## config.mk

```make
export PLATFORM = sky130hd
export DESIGN_NAME = ss_ddr_port
export DESIGN_NICKNAME = d
export VERILOG_FILES = /design/src/rtl/ss_ddr_pkg.sv /design/src/rtl/ss_ddr_port.sv
export SDC_FILE = /design/constraint.sdc
export NUM_CORES = 1
export LEC_CHECK = 0
export ABC_CLOCK_PERIOD_IN_PS = 10900
export CAP_MARGIN = 15
export CORE_ASPECT_RATIO = 1.75
export CORE_MARGIN = 1.5
export CORE_UTILIZATION = 47
export DETAILED_ROUTE_END_ITERATION = 10
export PLACE_DENSITY = 0.91
export SYNTH_ARGS = -nofsm -noshare
export SYNTH_HDL_FRONTEND = slang
export SYNTH_SLANG_ARGS = --single-unit
export TNS_END_PERCENT = 5
```

## constraint.sdc

```tcl
create_clock -name clk -period 10.9 [get_ports clk]
set_input_delay 2.18 -clock clk [delete_from_list [all_inputs] [get_ports clk]]
set_output_delay 2.18 -clock clk [all_outputs]
set_load 0.02 [all_outputs]
```

## src/rtl/ss_ddr_pkg.sv

```systemverilog
// Shared types and widths for the savestate DDR responder port.
package ss_ddr_pkg;

    localparam int unsigned SS_WADDR_W = 19;
    localparam int unsigned DDR_ADDR_W = 29;
    localparam int unsigned DATA_W     = 64;
    localparam int unsigned BE_W       = DATA_W / 8;

    typedef enum logic [1:0] {
        IDLE,
        WRITE,
        READ,
        RDWAIT
    } state_e;

    function automatic logic [DATA_W-1:0] be_merge(
        input logic [DATA_W-1:0] old_v,
        input logic [DATA_W-1:0] new_v,
        input logic [BE_W-1:0]   be
    );
        logic [DATA_W-1:0] r;
        r = old_v;
        for (int unsigned i = 0; i < BE_W; i++) begin
            if (be[i]) r[i*8 +: 8] = new_v[i*8 +: 8];
        end
        return r;
    endfunction

endpackage

```

## src/rtl/ss_ddr_port.sv

```systemverilog
// Savestate DDR toggle-handshake responder driving the DDRAM Avalon port,
// with a single-line write-through read cache.
module ss_ddr_port
    import ss_ddr_pkg::*;
#(
    parameter logic [9:0] ADDR_HI = 10'h0E0
) (
    input  logic                  clk,
    input  logic                  reset,
    input  logic                  ddr_req,
    output logic                  ddr_ack,
    input  logic [SS_WADDR_W-1:0] ddr_addr,
    input  logic                  ddr_we,
    input  logic [BE_W-1:0]       ddr_be,
    input  logic [DATA_W-1:0]     ddr_do,
    output logic [DATA_W-1:0]     ddr_di,
    input  logic                  cache_inv,
    input  logic                  DDRAM_BUSY,
    output logic [7:0]            DDRAM_BURSTCNT,
    output logic [DDR_ADDR_W-1:0] DDRAM_ADDR,
    output logic                  DDRAM_RD,
    output logic                  DDRAM_WE,
    output logic [DATA_W-1:0]     DDRAM_DIN,
    output logic [BE_W-1:0]       DDRAM_BE,
    input  logic [DATA_W-1:0]     DDRAM_DOUT,
    input  logic                  DDRAM_DOUT_READY
);

    state_e                  state_q, state_d;
    logic                    ack_q, ack_d;
    logic [DATA_W-1:0]       di_q, di_d;
    logic                    rd_q, rd_d;
    logic                    we_q, we_d;
    logic [DDR_ADDR_W-1:0]   addr_q, addr_d;
    logic [DATA_W-1:0]       din_q, din_d;
    logic [BE_W-1:0]         be_q, be_d;
    logic                    valid_q, valid_d;
    logic [SS_WADDR_W-1:0]   tag_q, tag_d;
    logic [DATA_W-1:0]       line_q, line_d;

    logic pending;
    logic tag_match;
    logic hit;

    assign pending   = (ddr_req != ack_q);
    assign tag_match = valid_q && (tag_q == ddr_addr);
    // An invalidate in the same cycle as the lookup forces a miss.
    assign hit       = tag_match && !cache_inv;

    always_comb begin
        state_d = state_q;
        ack_d   = ack_q;
        di_d    = di_q;
        rd_d    = rd_q;
        we_d    = we_q;
        addr_d  = addr_q;
        din_d   = din_q;
        be_d    = be_q;
        valid_d = valid_q;
        tag_d   = tag_q;
        line_d  = line_q;

        if (cache_inv) valid_d = 1'b0;

        unique case (state_q)
            IDLE: begin
                if (pending) begin
                    if (ddr_we || !hit) begin
                        addr_d = {ADDR_HI, ddr_addr};
                        din_d  = ddr_do;
                        be_d   = ddr_be;
                    end
                    if (ddr_we) begin
                        we_d    = 1'b1;
                        state_d = WRITE;
                        if (tag_match) line_d = be_merge(line_q, ddr_do, ddr_be);
                    end else if (hit) begin
                        di_d  = line_q;
                        ack_d = ~ack_q;
                    end else begin
                        rd_d    = 1'b1;
                        state_d = READ;
                    end
                end
            end
            WRITE: begin
                if (!DDRAM_BUSY) begin
                    we_d    = 1'b0;
                    ack_d   = ~ack_q;
                    state_d = IDLE;
                end
            end
            READ: begin
                if (!DDRAM_BUSY) begin
                    rd_d    = 1'b0;
                    state_d = RDWAIT;
                end
            end
            RDWAIT: begin
                // Fill wins over a coincident invalidate: the data is post-invalidate.
                if (DDRAM_DOUT_READY) begin
                    di_d    = DDRAM_DOUT;
                    line_d  = DDRAM_DOUT;
                    tag_d   = addr_q[SS_WADDR_W-1:0];
                    valid_d = 1'b1;
                    ack_d   = ~ack_q;
                    state_d = IDLE;
                end
            end
            default: state_d = IDLE;
        endcase
    end

    always_ff @(posedge clk or posedge reset) begin
        if (reset) begin
            state_q <= IDLE;
            ack_q   <= 1'b0;
            di_q    <= '0;
            rd_q    <= 1'b0;
            we_q    <= 1'b0;
            addr_q  <= '0;
            din_q   <= '0;
            be_q    <= '0;
            valid_q <= 1'b0;
            tag_q   <= '0;
            line_q  <= '0;
        end else begin
            state_q <= state_d;
            ack_q   <= ack_d;
            di_q    <= di_d;
            rd_q    <= rd_d;
            we_q    <= we_d;
            addr_q  <= addr_d;
            din_q   <= din_d;
            be_q    <= be_d;
            valid_q <= valid_d;
            tag_q   <= tag_d;
            line_q  <= line_d;
        end
    end

    assign ddr_ack        = ack_q;
    assign ddr_di         = di_q;
    assign DDRAM_BURSTCNT = 8'd1;
    assign DDRAM_ADDR     = addr_q;
    assign DDRAM_RD       = rd_q;
    assign DDRAM_WE       = we_q;
    assign DDRAM_DIN      = din_q;
    assign DDRAM_BE       = be_q;

endmodule

```

# [Yosys cells after proc, flatten, opt, wreduce, memory -nomap -nowiden]
# Index checks and enable logic that the tools add are counted.
[classes] n_mul=0 n_mux=41 reduce_logical=25 div_mod_pow=0 n_eq_ne=23 magnitude_cmp=0 shift=0 addsub=0 bitwise_logic=1
[op_table] operator="two-way mux 64 bit" count=7
[op_table] operator="one-hot mux 64 bit (2 select lines)" count=2
[op_table] operator="two-way mux 8 bit" count=8
[op_table] operator="AND reduction 6 bit" count=9
[op_table] operator="inequality test 2 bit, second input constant" count=17
[op_table] operator="equality test 19 bit" count=1
[op_table] operator="AND reduction 5 bit" count=3
[op_table] operator="two-way mux 1 bit" count=14
[op_table] operator="two-way mux 2 bit" count=6
[op_table] operator="one-hot mux 2 bit (4 select lines)" count=1
[op_table] operator="nonzero test 2 bit" count=3
[op_table] operator="equality test 2 bit, second input constant" count=2
[op_table] operator="one-hot mux 1 bit (2 select lines)" count=2
[op_table] operator="AND reduction 4 bit" count=1
[op_table] operator="inequality test 3 bit, second input constant" count=1
[op_table] operator="one-hot mux 1 bit (3 select lines)" count=1
[op_table] operator="AND reduction 3 bit" count=1
[op_table] operator="nonzero test 3 bit" count=1
[op_table] operator="equality test 2 x 1 -> 1 bit, second input constant" count=1
[op_table] operator="logical AND 1 bit" count=2
[op_table] operator="logical NOT 1 bit" count=2
[op_table] operator="logical NOT 2 bit" count=1
[op_table] operator="AND reduction 2 bit" count=1
[op_table] operator="logical OR 1 bit" count=1
[op_table] operator="2 further kinds" count=2
[word_totals] register_bits=245 input_bits=162 latchBits=0 mem_count=0 output_inout_bits=176 ram_bits=0 romBits=0

# [Logic depth before layout (Yosys ltp)]
[depth] word_depth=7 ltp_mapped=9

# [Worst setup path after synthesis]
# OpenSTA, ideal clock, no wires.
[synth_timing] kind="input to register" startpoint="input ddr_addr[4]" endpoint="register din_q[12] (netlist: DDRAM_DIN[12])" path_slack_ns=7.107 t_required_ns=10.775 cell_stages=8 setup_time_ns=0.125 path_buffers=2 arrival_time_ns=3.669 cell_sequence="xnor2_1 nand4_1 nor3_2 and3b_1 a211o_1 buf_2 buf_4 mux2_2"
[synth_via] elab_chain_cells=6
[synth_lines] element="from (decl)" line_no="ss_ddr_port.sv:12" source="input logic [SS_WADDR_W-1:0] ddr_addr,"
[synth_lines] element="equality test 19 bit" line_no="ss_ddr_port.sv:46" source="assign tag_match = valid_q && (tag_q == ddr_addr);"
[synth_lines] element="logical AND 1 bit" line_no="ss_ddr_port.sv:46"
[synth_lines] element="logical AND 1 bit" line_no="ss_ddr_port.sv:48" source="assign hit = tag_match && !cache_inv;"
[synth_lines] element="logical NOT 1 bit" line_no="ss_ddr_port.sv:68" source="if (ddr_we || !hit) begin"
[synth_lines] element="logical OR 1 bit" line_no="ss_ddr_port.sv:68"
[synth_lines] element="AND reduction 3 bit (no source line)"
[synth_lines] element="to (signal assigned)" line_no="ss_ddr_port.sv:134" source="din_q <= din_d;"
[synth_lines] element="to (decl)" line_no="ss_ddr_port.sv:35" source="logic [DATA_W-1:0] din_q, din_d;"
# No other way between the ends.
# A chain may end at the register's enable or synchronous reset.

# [Worst setup path in the final report]
[layout_timing] startpoint="input ddr_addr[1]" endpoint="register din_q[20] (netlist: DDRAM_DIN[20])"
# The elaborated chain is that of the path after synthesis.

==> results_dict.tcl <==
set metrics [dict create \
    routedWlPerCell_um 20.8 \
    fin_util 0.651 \
    ir_drop_mv 0.203 \
    synth-edff-count 0 \
    grt_usage 0.266 \
    drt-vias-per-instance 5.87 \
    relSlewSlack 0.395 \
    yosys.area.top_type "dfrtp_1" \
    cts.sinks 245 \
    path_class "in -> reg" \
    grt.overflow.total 0 \
    path_cells "clkdlybuf4s50_1 > xnor2_1 > nand4_1 > nor3_2 > and3b_1 > a211o_4 > buf_4 > mux2_1" \
    vias 9275 \
    hpwl_um 22000 \
    postSynth.asyncResetShare 1.00 \
    placementRows 73 \
    power.leakage_nw 6.28 \
    critPathMaxFanout 54 \
    first_global_vias 9689 \
    synthFlopType "dfrtp_1" \
    antenna_found_initial 1 \
    syn_avg_cell_area_um2 11.0 \
    synth_common_cells "dfrtp_1, a21oi_1, o21ai_0" \
    cts_tree "yes" \
    syn_inst 992 \
    tightest_slew_ns 0.908 \
    dr.pass1.iters 6 \
    cts.htree.levels 1 \
    status "complete, no violations" \
    rsz0062_at_grt "no" \
    clk_pin_slew_worst_paths_ns 0.06 \
    synth_cell_type_count 36 \
    power_density_nw_per_um2 328 \
    post-route-drc-count 0 \
    start_util 0.479 \
    place.gp.congestion 0.856 \
    cts_setup_buffers 0 \
    drive_gt1_frac 0.104 \
    port_buffers 322 \
    hold_buffers 0 \
    critPathLaunchType "primary input" \
    die_area_um2 24100 \
    min_path_type "reg -> reg" \
    syn_area_um2 10900 \
    grt_pass1_wl_um 51300 \
    worstPathArrival_ns 5.53 \
    nNetsFinal 1427 \
    grt_max_degree 104 \
    io_pins 338 \
    drt-initial-drc-count 932 \
    min_period_ns 5.15 \
    worstSkewPairLatency_ns 0.50 \
    area_growth_syn_to_layout_pct 35.9 \
    skew_ns 0.0113 \
    tns_ns 0 \
    antennaDiodeCount 0 \
    core_um2 22700 \
    yosys_warnings 0 \
    cpPeakStageDelay_ns 0.70 \
    clock_path_buffers 3 \
    netlist_top_cells_area "dfrtp_1, mux2_2, a21oi_1" \
    die_h_um 204 \
    cts_made_buffers 22 \
    cpMaxStageDelayCell "buf_4" \
    drv_cap 0 \
    setup_violations 0 \
    worst_setup_path_end_kind "flip-flop" \
    yosysMostFrequentCell "dfrtp_1" \
    ys_seq_area_frac 0.563 \
    finalWirelength_um 32800 \
    die-width_um 118 \
    root_buffer "clkbuf_16" \
    antenna_left 0 \
    slew_viol_final 0 \
    yosysTopAreaCellShare 0.563 \
    required_ns 11.28 \
    clock.fmax_mhz 194 \
    finalHoldViolCount 0 \
    fin_crit_sh 0.473 \
    ys_seq_elements 245 \
    fillCellCount 1677 \
    cts_resized 0 \
]
-- registers in the layout (all words and copies together) (netlist names), 2 cells and up --
name,count
DDRAM_ADDR,20
DDRAM_BE,8
DDRAM_DIN,64
ddr_di,64
line_q,64
state_q,2
tag_q,19
-- report_power, final --
group | switching, mW | internal (mW)
Clock | 0.327 | 0.403
Combinational | 1.37 | 1.12
Sequential | 0.257 | 1.38
-- cell families after synthesis --
logic type                after synthesis  synth area share
muxes                                 110             0.114
xor gates and xnor gates               22            0.0177
other                                   2          0.000689
AOI/OAI and AO/OA                     345             0.177
and+or+nand+nor                       167            0.0792
DFF                                   245             0.563
buffers and inverters                 101            0.0492
-- through the flow --
stage          cells  worst slack, ns  hold slack, ns  total power, mW  cell area [um2]
2_1_floorplan   1005             1.99           0.474             3.10            10900
3_3_place_gp    1541             5.34           0.473             4.02            14200
3_5_place_dp    1541             5.24           0.480             4.12            14200
4_1_cts         1579             5.76           0.494             4.87            14800
5_1_grt         1579             5.63           0.508             5.11            14800
6_report        1579             5.75           0.490             4.85            14800
-- cell type report --
type | count | area [um2] | share of cell area
clock inverters | 2 | 10.0 | 0.000676
flip-flops and latches | 245 | 6130 | 0.414
inverters | 5 | 26.3 | 0.00177
well taps | 300 | 375 | 0.0253
repair buffers | 332 | 3300 | 0.223
multi-input cells | 659 | 4320 | 0.292
clock buffers | 36 | 644 | 0.0435
-- cells in the final DEF (no fill, tap or decap), types with 15 or more instances in the layout --
cell,instances
dfrtp_1,243
and3_1,64
mux2_1,29
a22oi_1,64
o21ai_0,128
conb_1,15
xnor2_1,21
a21oi_1,131
nor2_1,66
mux2_2,81
clkbuf_16,23
clkdlybuf4s50_1,322
-- critical path, delay by kind of cell --
family / cells / cell delay, ns
buffers and inverters: 2 / 1.20
AND/OR/NAND/NOR: 3 / 1.01
AO/OA/AOI/OAI: 1 / 0.49
multiplexers: 1 / 0.41
XOR/XNOR: 1 / 0.14
-- worst paths after layout --
check / startpoint / endpoint / slack [ns] / cells past startpoint
worst max-delay path: ddr_addr[1] / DDRAM_DIN[20] / 5.75 / 8
worst min-delay path: DDRAM_DIN[39] / DDRAM_DIN[39] / 0.49 / 1
worst max register to register: state_q[1] / tag_q[15] / 7.42 / 6
worst min register to register: DDRAM_DIN[39] / DDRAM_DIN[39] / 0.49 / 1
max in group asynchronous: reset / state_q[0] / 7.24 / 3
min in group asynchronous: reset / DDRAM_DIN[33] / 2.19 / 2
-- per-layer routing --
metal,wire [um],GRT usage
met1,11800,0.308
met3,2470,0.0449
met5,17,0
met2,16600,0.463
met4,1980,0.152
Note: power is estimated with default switching activity, not from simulation.
